**src/rtl/wb_port_arbiter_pkg.sv**
```systemverilog
// Shared widths and port-select encoding for the regfile write-port arbiter.
package wb_port_arbiter_pkg;
  localparam int REG_AW = 5;
  localparam int XLEN   = 32;

  typedef enum logic [1:0] {
    SEL_NONE = 2'd0,
    SEL_WB   = 2'd1,
    SEL_FIFO = 2'd2,
    SEL_BYP  = 2'd3
  } wsel_e;
endpackage

```
**src/rtl/wb_port_arbiter_if.sv**
```systemverilog
// WB/MDU/regfile/decode signals of the write-port arbiter.
// slave = arbiter side, master = surrounding pipeline.
interface wb_port_arbiter_if
  import wb_port_arbiter_pkg::*;
#(
  parameter int DW = XLEN,
  parameter int AW = REG_AW
);
  logic          wb_valid;
  logic [AW-1:0] wb_rd;
  logic [DW-1:0] wb_wd;
  logic          mdu_valid;
  logic [AW-1:0] mdu_rd;
  logic [DW-1:0] mdu_wd;
  logic          mdu_ready;
  logic [AW-1:0] query_rd;
  logic          pending;
  logic          wb_stall_req;
  logic          rf_we;
  logic [AW-1:0] rf_wa;
  logic [DW-1:0] rf_wd;

  modport slave (
    input  wb_valid, wb_rd, wb_wd, mdu_valid, mdu_rd, mdu_wd, query_rd,
    output mdu_ready, pending, wb_stall_req, rf_we, rf_wa, rf_wd
  );
  modport master (
    output wb_valid, wb_rd, wb_wd, mdu_valid, mdu_rd, mdu_wd, query_rd,
    input  mdu_ready, pending, wb_stall_req, rf_we, rf_wa, rf_wd
  );
endinterface

```
**src/rtl/wb_fifo.sv**
```systemverilog
// In-order MDU result FIFO (power-of-2 DEPTH). Exposes every slot's rd tag
// plus a per-slot valid mask so the arbiter can do the pending-rd lookup.
module wb_fifo
  import wb_port_arbiter_pkg::*;
#(
  parameter int DW    = XLEN,
  parameter int AW    = REG_AW,
  parameter int DEPTH = 4
) (
  input  logic                clk,
  input  logic                rst,
  input  logic                push,
  input  logic [AW-1:0]       push_rd,
  input  logic [DW-1:0]       push_wd,
  input  logic                pop,
  output logic                full,
  output logic                empty,
  output logic [AW-1:0]       head_rd,
  output logic [DW-1:0]       head_wd,
  output logic [DEPTH*AW-1:0] tag_vec,
  output logic [DEPTH-1:0]    tag_vld
);
  localparam int PW = $clog2(DEPTH);
  localparam int CW = PW + 1;

  logic [DEPTH-1:0][AW-1:0] rd_mem_q, rd_mem_d;
  logic [DEPTH-1:0][DW-1:0] wd_mem_q, wd_mem_d;
  logic [PW-1:0]            wr_ptr_q, wr_ptr_d, rd_ptr_q, rd_ptr_d;
  logic [CW-1:0]            cnt_q, cnt_d;
  logic                     push_ok, pop_ok;

  assign full    = (cnt_q == CW'(DEPTH));
  assign empty   = (cnt_q == '0);
  assign head_rd = rd_mem_q[rd_ptr_q];
  assign head_wd = wd_mem_q[rd_ptr_q];
  assign push_ok = push && !full;
  assign pop_ok  = pop && !empty;

  always_comb begin
    rd_mem_d = rd_mem_q;
    wd_mem_d = wd_mem_q;
    wr_ptr_d = wr_ptr_q;
    rd_ptr_d = rd_ptr_q;
    cnt_d    = cnt_q;
    if (push_ok) begin
      rd_mem_d[wr_ptr_q] = push_rd;
      wd_mem_d[wr_ptr_q] = push_wd;
      wr_ptr_d           = wr_ptr_q + 1'b1;
    end
    if (pop_ok) rd_ptr_d = rd_ptr_q + 1'b1;
    case ({push_ok, pop_ok})
      2'b10:   cnt_d = cnt_q + 1'b1;
      2'b01:   cnt_d = cnt_q - 1'b1;
      default: cnt_d = cnt_q;
    endcase
  end

  // Slot i is live when its distance from the read pointer is below the count.
  for (genvar i = 0; i < DEPTH; i++) begin : g_tag
    logic [PW-1:0] off;
    assign off                  = PW'(i) - rd_ptr_q;
    assign tag_vld[i]           = (CW'(off) < cnt_q);
    assign tag_vec[i*AW +: AW]  = rd_mem_q[i];
  end

  always_ff @(posedge clk) begin
    if (rst) begin
      rd_mem_q <= '0;
      wd_mem_q <= '0;
      wr_ptr_q <= '0;
      rd_ptr_q <= '0;
      cnt_q    <= '0;
    end else begin
      rd_mem_q <= rd_mem_d;
      wd_mem_q <= wd_mem_d;
      wr_ptr_q <= wr_ptr_d;
      rd_ptr_q <= rd_ptr_d;
      cnt_q    <= cnt_d;
    end
  end
endmodule

```
**src/rtl/wb_port_arbiter.sv**
```systemverilog
// Shares the regfile write port between pipeline WB (absolute priority) and
// queued MDU results. WBARB_BYPASS_EN enables same-cycle MDU writes when idle.
module wb_port_arbiter
  import wb_port_arbiter_pkg::*;
#(
  parameter int DW           = XLEN,
  parameter int AW           = REG_AW,
  parameter int DEPTH        = 4,
  parameter int STARVE_LIMIT = 8
) (
  input  logic               clk,
  input  logic               rst,
  wb_port_arbiter_if.slave   bus
);
  localparam int SW = $clog2(STARVE_LIMIT + 1);

  logic                full, empty, wb_take, slot_free, pop, push, byp, pend;
  logic [AW-1:0]       head_rd, rf_wa;
  logic [DW-1:0]       head_wd, rf_wd;
  logic                rf_we;
  logic [DEPTH*AW-1:0] tag_vec;
  logic [DEPTH-1:0]    tag_vld;
  logic [SW-1:0]       starve_cnt_q, starve_cnt_d;
  logic                stall_q, stall_d;
  wsel_e               sel;

  wb_fifo #(.DW(DW), .AW(AW), .DEPTH(DEPTH)) u_fifo (
    .clk     (clk),
    .rst     (rst),
    .push    (push),
    .push_rd (bus.mdu_rd),
    .push_wd (bus.mdu_wd),
    .pop     (pop),
    .full    (full),
    .empty   (empty),
    .head_rd (head_rd),
    .head_wd (head_wd),
    .tag_vec (tag_vec),
    .tag_vld (tag_vld)
  );

  // An x0 write from WB is a free slot: it is dropped and the FIFO may drain.
  always_comb begin
    wb_take   = bus.wb_valid && (bus.wb_rd != '0);
    slot_free = !wb_take;
    pop       = slot_free && !empty;
`ifdef WBARB_BYPASS_EN
    byp       = slot_free && empty && bus.mdu_valid;
`else
    byp       = 1'b0;
`endif
    push      = bus.mdu_valid && !full && !byp;
    if (wb_take)     sel = SEL_WB;
    else if (!empty) sel = SEL_FIFO;
    else if (byp)    sel = SEL_BYP;
    else             sel = SEL_NONE;
  end

  always_comb begin
    rf_we = 1'b0;
    rf_wa = '0;
    rf_wd = '0;
    case (sel)
      SEL_WB:   begin rf_we = 1'b1;             rf_wa = bus.wb_rd;  rf_wd = bus.wb_wd;  end
      SEL_FIFO: begin rf_we = (head_rd != '0);  rf_wa = head_rd;    rf_wd = head_wd;    end
      SEL_BYP:  begin rf_we = (bus.mdu_rd != '0); rf_wa = bus.mdu_rd; rf_wd = bus.mdu_wd; end
      default:  ;
    endcase
    if (rst) rf_we = 1'b0;
  end

  always_comb begin
    pend = 1'b0;
    for (int i = 0; i < DEPTH; i++)
      pend |= tag_vld[i] && (tag_vec[i*AW +: AW] == bus.query_rd);
    if (bus.query_rd == '0) pend = 1'b0;
  end

  always_comb begin
    if (empty || pop)                          starve_cnt_d = '0;
    else if (starve_cnt_q != SW'(STARVE_LIMIT)) starve_cnt_d = starve_cnt_q + 1'b1;
    else                                       starve_cnt_d = starve_cnt_q;
    stall_d = (starve_cnt_q >= SW'(STARVE_LIMIT - 1)) && !pop && !empty;
  end

  always_ff @(posedge clk) begin
    if (rst) begin
      starve_cnt_q <= '0;
      stall_q      <= 1'b0;
    end else begin
      starve_cnt_q <= starve_cnt_d;
      stall_q      <= stall_d;
    end
  end

  assign bus.mdu_ready    = !full;
  assign bus.pending      = pend;
  assign bus.wb_stall_req = stall_q;
  assign bus.rf_we        = rf_we;
  assign bus.rf_wa        = rf_wa;
  assign bus.rf_wd        = rf_wd;
endmodule

```
**src/flat_wrapper.sv**
```systemverilog
// flat-port wrapper written by rule: the top's interface ports become plain ports
module wb_port_arbiter_flat import wb_port_arbiter_pkg::*;
#(
  parameter int DW           = XLEN,
  parameter int AW           = REG_AW,
  parameter int DEPTH        = 4,
  parameter int STARVE_LIMIT = 8
)
  (clk, rst, bus_wb_valid, bus_wb_rd, bus_wb_wd, bus_mdu_valid, bus_mdu_rd, bus_mdu_wd, bus_query_rd, bus_mdu_ready, bus_pending, bus_wb_stall_req, bus_rf_we, bus_rf_wa, bus_rf_wd);
  wb_port_arbiter_if #(.DW(DW), .AW(AW)) bus_i ();
  input  logic clk;
  input  logic rst;
  input wire logic [$bits(bus_i.wb_valid)-1:0] bus_wb_valid;
  input wire logic [$bits(bus_i.wb_rd)-1:0] bus_wb_rd;
  input wire logic [$bits(bus_i.wb_wd)-1:0] bus_wb_wd;
  input wire logic [$bits(bus_i.mdu_valid)-1:0] bus_mdu_valid;
  input wire logic [$bits(bus_i.mdu_rd)-1:0] bus_mdu_rd;
  input wire logic [$bits(bus_i.mdu_wd)-1:0] bus_mdu_wd;
  input wire logic [$bits(bus_i.query_rd)-1:0] bus_query_rd;
  output wire logic [$bits(bus_i.mdu_ready)-1:0] bus_mdu_ready;
  output wire logic [$bits(bus_i.pending)-1:0] bus_pending;
  output wire logic [$bits(bus_i.wb_stall_req)-1:0] bus_wb_stall_req;
  output wire logic [$bits(bus_i.rf_we)-1:0] bus_rf_we;
  output wire logic [$bits(bus_i.rf_wa)-1:0] bus_rf_wa;
  output wire logic [$bits(bus_i.rf_wd)-1:0] bus_rf_wd;
  assign bus_i.wb_valid = bus_wb_valid;
  assign bus_i.wb_rd = bus_wb_rd;
  assign bus_i.wb_wd = bus_wb_wd;
  assign bus_i.mdu_valid = bus_mdu_valid;
  assign bus_i.mdu_rd = bus_mdu_rd;
  assign bus_i.mdu_wd = bus_mdu_wd;
  assign bus_i.query_rd = bus_query_rd;
  assign bus_mdu_ready = bus_i.mdu_ready;
  assign bus_pending = bus_i.pending;
  assign bus_wb_stall_req = bus_i.wb_stall_req;
  assign bus_rf_we = bus_i.rf_we;
  assign bus_rf_wa = bus_i.rf_wa;
  assign bus_rf_wd = bus_i.rf_wd;
  wb_port_arbiter #(.DW(DW), .AW(AW), .DEPTH(DEPTH), .STARVE_LIMIT(STARVE_LIMIT)) u_core (.clk(clk), .rst(rst), .bus(bus_i));
endmodule
```
**config.mk**
```make
export PLATFORM = sky130hd
export DESIGN_NAME = wb_port_arbiter_flat
export DESIGN_NICKNAME = d
export VERILOG_FILES = /design/src/rtl/wb_port_arbiter_pkg.sv /design/src/rtl/wb_port_arbiter_if.sv /design/src/rtl/wb_fifo.sv /design/src/rtl/wb_port_arbiter.sv /design/src/flat_wrapper.sv
export SDC_FILE = /design/constraint.sdc
export NUM_CORES = 1
export LEC_CHECK = 0
export ABC_AREA = 1
export CORE_MARGIN = 2
export CORE_UTILIZATION = 41
export DETAILED_ROUTE_END_ITERATION = 10
export GPL_ROUTABILITY_DRIVEN = 0
export PLACE_DENSITY = 0.73
export SLEW_MARGIN = 10
export SYNTH_ARGS = -nofsm -noshare
export SYNTH_HDL_FRONTEND = slang
export SYNTH_SLANG_ARGS = --single-unit
```
**constraint.sdc**
```tcl
create_clock -name clk -period 2.2 [get_ports clk]
set_input_delay 0.33 -clock clk [delete_from_list [all_inputs] [get_ports clk]]
set_output_delay 0.33 -clock clk [all_outputs]
set_load 0.05 [all_outputs]
```
==> results.py, run 1 <==
metrics = {
    "synthesis": {
        "ys_ff_latch": 160,
        "avgSynthCellArea_um2": 6.98,
        "seq_area_frac_synth": 0.413,
        "syn_inst": 1110,
        "synth_fp_nets": 1205,
        "synthesis.area_um2": 7750,
        "yosys_warnings": 0,
        "yosysUniqueCellTypes": 32,
    },
    "die": {
        "ios": 124,
        "core_um2": 18600,
        "die_width_um": 141,
        "start_util": 0.416,
        "die_y_um": 141,
        "num_rows": 50,
        "fp.dieArea_um2": 20000,
    },
    "placement": {
        "dpl.hpwl_um": 14700,
        "placedCellCount": 1427,
        "io_buffer_count": 123,
    },
    "global_route": {
        "antenna_found_initial": 0,
        "grt_pass1_wl_um": 37600,
        "grt_util_all_layers": 0.233,
        "grt_pass1_vias": 7455,
        "grt_max_degree": 121,
        "grt-ovfl-total": 0,
    },
    "power_and_ir_drop": {
        "p_leak_nw": 4.13,
        "p_per_area_nw_per_um2": 926,
        "peakVddDrop_uv": 643,
    },
    "critical_path": {
        "startpoint_type": "flop",
        "worst_ep_arrival_time_ns": 1.97,
        "ff2ff_path_depth": 11,
        "cp_data_required_time_ns": 1.87,
        "path_class": "reg -> out",
        "crit_fanout": 6,
        "end_kind": "primary output",
    },
    "drt": {
        "ant_nets": 0,
        "wl_um": 24200,
        "vias": 8146,
        "wl_per_cell_um": 16.4,
        "detail_route.vias_per_cell": 5.53,
        "drtIter0Drc": 922,
        "remaining_drc_errors": 0,
        "dr.pass1.iters": 5,
    },
    "hold_path": {
        "hp-class": "reg -> reg",
        "hold_depth": 2,
    },
    "clocking": {
        "cts_hold_buf": 0,
        "cts_buffers": 17,
        "clock_latency_ns": 0.43,
        "ctsHtreeMaxLevel": 4,
        "cts.sinks": 160,
        "clock_path_buffers": 2,
        "cts_tree": "yes",
        "clk_pin_slew_ns": 0.06,
        "clockRootBuffer": "clkbuf_16",
    },
    "timing": {
        "maxSlewHeadroom": 0.612,
        "fin_skew_ns": 0.00717,
        "grt_setup_unrepaired": "yes",
        "final_hold_viol_count": 0,
        "finalCriticalPeriod_ns": 2.30,
        "tightest_slew_ns": 0.582,
        "holdWs_ns": 0.458,
        "drv_slew": 0,
        "min_period_over_period": 1.05,
        "fin_ws_ns": -0.105,
        "setup_viol": 5,
        "max_freq_mhz": 434,
    },
    "layout": {
        "diodes": 0,
        "instances_no_fill": 1473,
        "area_growth_pct": 39.6,
        "nNetsFinal": 1324,
        "drive_above_1_share": 0.215,
    },
    "status": {
        "outcome": "finished, violations left",
        "violations": "negative setup slack",
    },
    "job": {
        "max_cap_violations": 0,
    },
}
==> Yosys cell counts, drive strengths merged <==
master   instances  area [µm²]
buf             47         337
nand4            6        37.5
or2              2        12.5
clkinv           1        3.75
xor2             4        35.0
dfxtp          160        3200
a21oi          176         881
nor2            24         105
o21ai           59         295
a22o             2        17.5
o22ai            5        31.3
nand2          347        1320
ha              11         138
inv             58         220
nor3             2        10.0
o2111ai         16         140
clkbuf          37         140
xnor2            8        70.1
nand3          144         733
fa               1        20.0
==> sequential cells by signal, indices dropped and copies added, names as in the netlist <==
register	cells
u_core.bus.wb_stall_req	1
u_core.starve_cnt_q	4
u_core.u_fifo.cnt_q	3
u_core.u_fifo.rd_ptr_q	2
u_core.u_fifo.tag_vec	20
u_core.u_fifo.wd_mem_q	128
u_core.u_fifo.wr_ptr_q	2
==> path summary, 6_finish.rpt <==
check        slack (ns)                   startpoint                          end
max               -0.10    u_core.u_fifo.rd_ptr_q[1]                    bus_rf_we
min reg2reg        0.46  u_core.u_fifo.wd_mem_q[100]  u_core.u_fifo.wd_mem_q[100]
max reg2reg        0.24       u_core.u_fifo.cnt_q[0]       u_core.u_fifo.cnt_q[2]
min                0.46  u_core.u_fifo.wd_mem_q[100]  u_core.u_fifo.wd_mem_q[100]
==> final cells by class <==
type	count	area (µm²)
Multi-Input combinational cell	807	4320
Clock buffer	24	492
Sequential cell	160	3210
Clock inverter	5	56.3
Fill cell	1656	7830
Tap cell	234	293
Timing Repair Buffer	184	2190
Inverter	59	249
==> cells in the final DEF (no fill, tap or decap), types with 8 or more instances in the layout <==
cell type | synthesis | layout
o21ai_0 | 39 | 33
a21oi_2 | 0 | 12
nand3_1 | 143 | 127
xnor2_1 | 8 | 8
clkbuf_16 | 0 | 20
clkdlybuf4s50_1 | 0 | 82
nand3_2 | 0 | 16
nand2_2 | 4 | 52
buf_12 | 0 | 33
buf_6 | 13 | 27
o21ai_1 | 20 | 22
nor2_1 | 22 | 16
o2111ai_2 | 0 | 15
dfxtp_1 | 160 | 156
inv_1 | 52 | 48
nand2_1 | 342 | 289
buf_4 | 6 | 35
a21oi_1 | 176 | 164
==> cell families (layout without fill, tap and decap cells) <==
logic type | count (synthesis) | in the layout | synth area share
compound gates | 258 | 258 | 0.176
xor+xnor | 12 | 12 | 0.0136
fa+ha+maj | 12 | 12 | 0.0203
buf+inv | 143 | 272 | 0.0904
flops | 160 | 160 | 0.413
simple gates | 525 | 525 | 0.286
==> power breakdown <==
part | internal [mW] | leakage (nW) | switching (mW) | total [mW]
clock | 1.66 | 0.268 | 1.14 | 2.79
sequential | 3.16 | 1.30 | 0.184 | 3.34
combinational | 1.54 | 2.56 | 2.34 | 3.88
==> stage by stage <==
stage / instance area [µm²] / util / setup WS, ns / setup TNS, ns / total power [mW]
final: 10800 / 0.580 / -0.105 / -0.291 / 10.0
after global routing: 10800 / 0.580 / -0.184 / -2.09 / 10.4
after CTS: 10300 / 0.554 / -0.0700 / -0.480 / 9.65
after detailed placement: 9420 / 0.505 / -0.206 / -0.749 / 6.56
after global placement: 9420 / 0.505 / -0.104 / -0.119 / 6.52
after floorplan: 7750 / - / 0.0903 / 0 / 5.35
==> worst max-delay path: stages (launching register included) <==
cell and delay, ns:
dfxtp_4 0.40, buf_4 0.15, nor2_4 0.05, buf_6 0.13, nand2_1 0.05, nand4_1 0.21, nor2_1 0.16, nand2_1 0.06
nor2_1 0.13, nor2_2 0.06, buf_12 0.15
==> timing repair <==
action	4_1_cts	5_1_grt
pin swaps	22	58
setup buffers	12	2
setup endpoints to repair	39	41
resized for setup	68	114
gates cloned	2	3
==> metal layers <==
layer / vias up / part of all wire / GRT usage
met5: - / 0 / 0
met4: 0 / 0.018 / 0.0726
met3: 36 / 0.066 / 0.0449
met2: 313 / 0.49 / 0.393
met1: 3877 / 0.43 / 0.302
li1: 3920 / - / -
Power figures use the tool's default switching activity.
==> inputs of run 2 (changes only) <==
--- a/config.mk
+++ b/config.mk
@@ -8,6 +8,7 @@
 export ABC_AREA = 1
 export CORE_MARGIN = 2
 export CORE_UTILIZATION = 41
+export CTS_BUF_LIST = sky130_fd_sc_hd__clkbuf_8 sky130_fd_sc_hd__clkbuf_16
 export DETAILED_ROUTE_END_ITERATION = 10
 export GPL_ROUTABILITY_DRIVEN = 0
 export PLACE_DENSITY = 0.73
==> constraint.sdc (replaced) <==
create_clock -name clk -period 2.2 [get_ports clk]
set_input_delay 0.33 -clock clk [delete_from_list [all_inputs] [get_ports clk]]
set_output_delay 0.33 -clock clk [all_outputs]
set_load 0.02 [all_outputs]
==> run 2 against run 1 <==
Effect of this change: the flow still finishes with violations (negative setup slack); final cell count increased by 1.7%; total power down 3.3%; global-route usage is 0.19 points lower; combinational power fell by 8.0%; non-clock buffer count up 23; setup slack improved by 0.012 ns; first-iteration DRC count decreased by 21%; sequential share of layout area grew 0.76 points; critical endpoint is now bus_rf_wd[17]; largest cell class unchanged.
==> results.py, run 2 (synthesized netlist as in run 1, its figures left out) <==
metrics = {
    "status": {
        "outcome": "finished, violations left",
        "violations": "negative setup slack",
    },
    "timing": {
        "fin_skew_ns": 0.00822,
        "fin_setup_tns_ns": -1.07,
        "max_freq_mhz": 436,
        "final_hold_viol_count": 0,
        "grt_setup_unrepaired": "yes",
        "tightest_slew_ns": 0.656,
        "drv_slew": 0,
        "maxSlewHeadroom": 0.563,
        "fin_ws_ns": -0.0928,
        "finalCriticalPeriod_ns": 2.29,
        "setup_viol": 19,
        "min_period_over_period": 1.04,
    },
    "placement": {
        "dpl.hpwl_um": 15200,
        "pre_cts_slack_ns": -0.480,
        "io_buffer_count": 123,
        "placedCellCount": 1456,
    },
    "drt": {
        "vias": 8126,
        "ant_nets": 0,
        "detail_route.vias_per_cell": 5.42,
        "drtIter0Drc": 732,
        "wl_um": 24000,
        "dr.pass1.iters": 6,
        "wl_per_cell_um": 16.0,
        "remaining_drc_errors": 0,
    },
    "global_route": {
        "grt-ovfl-total": 0,
        "grt_util_all_layers": 0.231,
        "use_met2": 0.393,
        "grt_max_degree": 69,
        "use_met1": 0.292,
        "antenna_found_initial": 0,
        "grt_pass1_wl_um": 37200,
        "gr-max-usage-layer": "met2",
        "grt_pass1_vias": 7442,
        "grt_use_met3": 0.0526,
    },
    "critical_path": {
        "crit_chain": "inv_4, buf_6, nor2_4, buf_4, bufbuf_16, nand2_1, nand3_1, a21oi_1, o21ai_1, buf_4",
        "cpMaxStageDelayCell": "dfxtp_4",
        "startpoint": "u_core.u_fifo.rd_ptr_q[1]",
        "crit_fanout": 6,
        "end_kind": "primary output",
        "r2r_start": "u_core.u_fifo.cnt_q[2]",
        "startpoint_type": "flop",
        "cp_data_required_time_ns": 1.87,
        "cp_slowest_stage_delay_ns": 0.37,
        "crit_top_cell": "buf_4",
        "ff2ff_setup_slack_ns": 0.21,
        "path_class": "reg -> out",
        "worst_ep_arrival_time_ns": 1.96,
    },
    "die": {
        "fp.dieArea_um2": 20000,
        "start_util": 0.416,
        "ios": 124,
        "die_width_um": 141,
        "core_um2": 18600,
        "die_y_um": 141,
        "num_rows": 50,
    },
    "clocking": {
        "cts_tree": "yes",
        "cts.sinks": 160,
        "clk_pin_slew_ns": 0.06,
        "clock_path_buffers": 2,
        "cts_buffers": 17,
        "ctsHtreeMaxLevel": 4,
        "clockRootBuffer": "clkbuf_16",
        "clock_latency_ns": 0.43,
    },
    "job": {
        "max_cap_violations": 0,
    },
    "layout": {
        "instances_no_fill": 1498,
        "layout_commonest_cell": "nand2_1",
        "regMostFlops": "u_core.u_fifo.wd_mem_q",
        "nNetsFinal": 1347,
        "mostFrequentLayoutCells": "nand2_1 (319), a21oi_1 (169), dfxtp_1 (158), nand3_1 (139), clkdlybuf4s50_1 (83)",
        "largest_register_ff_count": 128,
        "diodes": 0,
        "area_growth_pct": 35.9,
        "fillers": 1689,
        "drive_above_1_share": 0.184,
    },
    "hold_path": {
        "hp-start": "u_core.u_fifo.wd_mem_q[102]",
        "hp-class": "reg -> reg",
    },
    "power_and_ir_drop": {
        "p_leak_nw": 4.21,
        "power.total_mw": 9.69,
        "p_per_area_nw_per_um2": 921,
        "peakVddDrop_uv": 709,
    },
}
==> run 2: cell type report <==
type | count | area, µm² | share of cell area
repair buffers | 207 | 2090 | 0.199
multi-input cells | 807 | 4140 | 0.393
well taps | 234 | 293 | 0.0278
clock inverters | 9 | 66.3 | 0.00630
flip-flops and latches | 160 | 3210 | 0.305
inverters | 59 | 236 | 0.0225
clock buffers | 22 | 494 | 0.0469
==> run 2: worst paths after layout <==
check        cells after the start                     endpoint
max                             10                bus_rf_wd[17]
min                              2  u_core.u_fifo.wd_mem_q[102]
max reg2reg                     12       u_core.u_fifo.cnt_q[2]
min reg2reg                      2  u_core.u_fifo.wd_mem_q[102]
==> run 2: per-stage QoR <==
| stage | util | instance area [µm²] | hold slack [ns] |
|---|---|---|---|
| after floorplan | - | 7750 | 0.430 |
| after global placement | 0.509 | 9490 | 0.441 |
| after detailed placement | 0.509 | 9490 | 0.447 |
| after CTS | 0.548 | 10200 | 0.456 |
| after global routing | 0.565 | 10500 | 0.472 |
| final | 0.565 | 10500 | 0.461 |
==> run 2: critical path: cells and delay by family, from the launching register on <==
kind                   cells  cell delay [ns]
AO/OA/AOI/OAI              2             0.18
buffers and inverters      5             0.71
flip-flops                 1             0.37
AND/OR/NAND/NOR            3             0.28
==> run 2: routing by layer <==
layer	up-vias	wire length, µm
li1	3968	-
met1	3832	10600
met2	298	11600
met3	28	1550
met4	0	323
met5	-	0
==> run 2: repair_timing <==
action                     4_1_cts  5_1_grt
setup endpoints to repair       40       39
buffers inserted                 6        5
hold buffers                     0        0
gates cloned                     2        1
hold endpoints to repair         0        0
gates resized for setup        234       80
pin swaps                       28       36
==> run 2: power by group <==
group          switching [mW]  leakage, nW  total [mW]  internal (mW)
combinational            2.04         2.61        3.57           1.53
sequential              0.151         1.30        3.30           3.15
clock                    1.14        0.295        2.82           1.68
total                    3.33         4.21        9.69           6.36
==> inputs of run 3 (changes only) <==
--- a/config.mk
+++ b/config.mk
@@ -6,13 +6,13 @@
 export NUM_CORES = 1
 export LEC_CHECK = 0
 export ABC_AREA = 1
-export CORE_MARGIN = 2
 export CORE_UTILIZATION = 41
 export CTS_BUF_LIST = sky130_fd_sc_hd__clkbuf_8 sky130_fd_sc_hd__clkbuf_16
 export DETAILED_ROUTE_END_ITERATION = 10
 export GPL_ROUTABILITY_DRIVEN = 0
-export PLACE_DENSITY = 0.73
+export PLACE_DENSITY_LB_ADDON = 0.05
 export SLEW_MARGIN = 10
 export SYNTH_ARGS = -nofsm -noshare
 export SYNTH_HDL_FRONTEND = slang
+export SYNTH_HIERARCHICAL = 1
 export SYNTH_SLANG_ARGS = --single-unit
==> run 3 against run 2 <==
Effect of this change: the run still ends with negative setup slack left; setup slack got worse by 0.20 ns; first-iteration DRC count decreased by 6.1%; hold slack improved by 0.048 ns; core utilization decreased by 1.9 points; sequential share of layout area decreased by 5.4 points; critical path depth increased by 2; critical path type unchanged.
==> results.py, run 3 <==
metrics = {
    "global_route": {
        "grt_max_degree": 131,
        "antenna_found_initial": 1,
        "grt-ovfl-total": 0,
        "grt_util_all_layers": 0.252,
        "grt_pass1_wl_um": 48200,
        "grt_pass1_vias": 9167,
    },
    "timing": {
        "drv_slew": 0,
        "fin_setup_tns_ns": -4.93,
        "tightest_slew_ns": 0.623,
        "fin_skew_ns": 0.0101,
        "fin_ws_ns": -0.290,
        "grt_setup_unrepaired": "yes",
        "max_freq_mhz": 402,
        "maxSlewHeadroom": 0.585,
        "final_hold_viol_count": 0,
        "min_period_over_period": 1.13,
        "setup_viol": 38,
        "holdWs_ns": 0.509,
        "finalCriticalPeriod_ns": 2.49,
    },
    "drt": {
        "dr.pass1.iters": 5,
        "remaining_drc_errors": 0,
        "wl_um": 30100,
        "detail_route.vias_per_cell": 4.66,
        "wl_per_cell_um": 14.2,
        "drtIter0Drc": 687,
        "ant_nets": 0,
        "vias": 9889,
    },
    "synthesis": {
        "synth_area_leader_cell": "dfxtp_1",
        "avgSynthCellArea_um2": 5.91,
        "synthesis.area_um2": 9790,
        "yosysUniqueCellTypes": 30,
        "synth_top_area_share": 0.327,
        "syn_inst": 1656,
        "synth_fp_nets": 1751,
        "yosys_warnings": 6,
        "netlist_top_cells_area": "dfxtp_1 (33%), nand2_1 (22%), inv_1 (14%)",
        "ys_async_sr_fraction": 0,
        "yosysMostFrequentCell": "nand2_1",
        "synth-edff-count": 0,
        "seq_area_frac_synth": 0.327,
        "synth_ff_type": "dfxtp_1",
        "ys_ff_latch": 160,
        "ys_top_cells_by_count": "nand2_1 (582), inv_1 (361), nor2_1 (182), dfxtp_1 (160), nand4_1 (149)",
    },
    "die": {
        "core_um2": 23500,
        "ios": 124,
        "die_width_um": 157,
        "num_rows": 56,
        "die_y_um": 157,
        "fp.dieArea_um2": 24500,
        "start_util": 0.417,
    },
    "clocking": {
        "clock_path_buffers": 2,
        "cts.sinks": 160,
        "ctsHtreeMaxLevel": 4,
        "clock_latency_ns": 0.43,
        "cts_tree": "yes",
        "clockRootBuffer": "clkbuf_16",
        "clk_pin_slew_ns": 0.07,
        "cts_buffers": 17,
        "cts_hold_buf": 0,
    },
    "critical_path": {
        "end_kind": "primary output",
        "worst_ep_arrival_time_ns": 2.16,
        "path_class": "reg -> out",
        "cp_data_required_time_ns": 1.87,
        "startpoint_type": "flop",
        "crit_fanout": 4,
    },
    "power_and_ir_drop": {
        "p_per_area_nw_per_um2": 951,
        "peakVddDrop_uv": 540,
        "p_leak_nw": 6.39,
    },
    "layout": {
        "drive_above_1_share": 0.144,
        "regMostFlops": "u_core/u_fifo/wd_mem_q",
        "layout_commonest_cell": "nand2_1",
        "area_growth_pct": 30.8,
        "final_util": 0.546,
        "multiInputGateArea_um2": 4890,
        "largest_register_ff_count": 128,
        "ff_latch_area_um2": 3210,
        "nNetsFinal": 1885,
        "mostFrequentLayoutCells": "nand2_1 (572), inv_1 (353), nor2_1 (174), dfxtp_1 (156), nand4_1 (149)",
        "fillers": 2410,
    },
    "status": {
        "violations": "negative setup slack",
        "outcome": "finished, violations left",
    },
    "placement": {
        "pre_cts_slack_ns": -0.367,
        "dpl.hpwl_um": 18100,
        "io_buffer_count": 123,
    },
    "hold_path": {
        "hp-class": "reg -> reg",
    },
    "job": {
        "max_cap_violations": 0,
    },
}
## run 3: cell types whose count changed after synthesis, sizes merged, moves of 30 or more
cell / before / now
nand3: 144 / 15
nand2: 347 / 585
buf: 47 / 77
inv: 58 / 384
nor2: 24 / 185
a21oi: 176 / 11
nand4: 6 / 149
o21ai: 59 / 7
## run 3: repair_timing
item	4_1_cts	5_1_grt
endpoints found under the setup margin	39	42
gates resized for setup	241	78
cloned	1	1
pin swaps	20	27
setup buffers	7	11
## run 3: metrics by stage
stage	instances	cell area, µm²	power, mW
floorplan	1656	9810	6.62
global placement	2070	11700	8.37
detailed placement	2070	11700	8.39
CTS	2109	12400	11.7
global route	2121	12800	13.0
finish	2122	12800	12.2
## run 3: cell families (layout without fill, tap and decap cells)
kind of cell,after synthesis,after routing,share of synthesized area
AND/OR/NAND/NOR,941,941,0.409
buffers and inverters,484,630,0.203
flip-flops,160,160,0.327
AO/OA/AOI/OAI,57,57,0.0436
adder cells (fa/ha/maj),12,12,0.0161
XOR/XNOR,2,2,0.00179
other,0,1,0
## run 3: report_power, final
part | internal [mW] | switching (mW) | leakage (nW)
Combinational | 2.45 | 3.27 | 4.81
Sequential | 3.30 | 0.267 | 1.31
Clock | 1.57 | 1.32 | 0.271
Total | 7.33 | 4.85 | 6.39
## run 3: per-layer routing
metal  vias to the layer above  wire length (µm)  part of all wire  global-route usage
met3                        19              1450             0.048              0.0368
met2                       243             14200              0.47               0.432
met4                         0               258            0.0086              0.0546
li1                       5247                 -                 -                   -
met5                         -                 0                 0                   0
met1                      4380             14100              0.47               0.334
## run 3: cell type report
type | count | area share
Sequential cell | 160 | 0.251
Clock inverter | 14 | 0.0102
Antenna cell | 1 | 0.000195
Multi-Input combinational cell | 1012 | 0.382
Inverter | 385 | 0.114
Clock buffer | 17 | 0.0332
Timing Repair Buffer | 214 | 0.178
Tap cell | 319 | 0.0312
## run 3: final timing paths
kind	slack (ns)	cells after the start	from	endpoint
max	-0.29	12	u_core/u_fifo/rd_ptr_q[0]	bus_pending
min	0.51	4	u_core/u_fifo/wd_mem_q[37]	u_core/u_fifo/wd_mem_q[37]
max reg2reg	0.17	18	u_core/u_fifo/cnt_q[1]	u_core/u_fifo/cnt_q[2]
min reg2reg	0.51	4	u_core/u_fifo/wd_mem_q[37]	u_core/u_fifo/wd_mem_q[37]
## run 3: worst max-delay path: stages (launching register included)
cell	delay [ns]
dfxtp_4	0.37
nor2_4	0.15
nor2_4	0.06
ha_1	0.28
a21oi_2	0.05
or2_2	0.29
nand2_2	0.09
nor2_2	0.04
nand3_1	0.07
nand2_1	0.06
nor2_2	0.09
nor2_2	0.05
buf_6	0.13
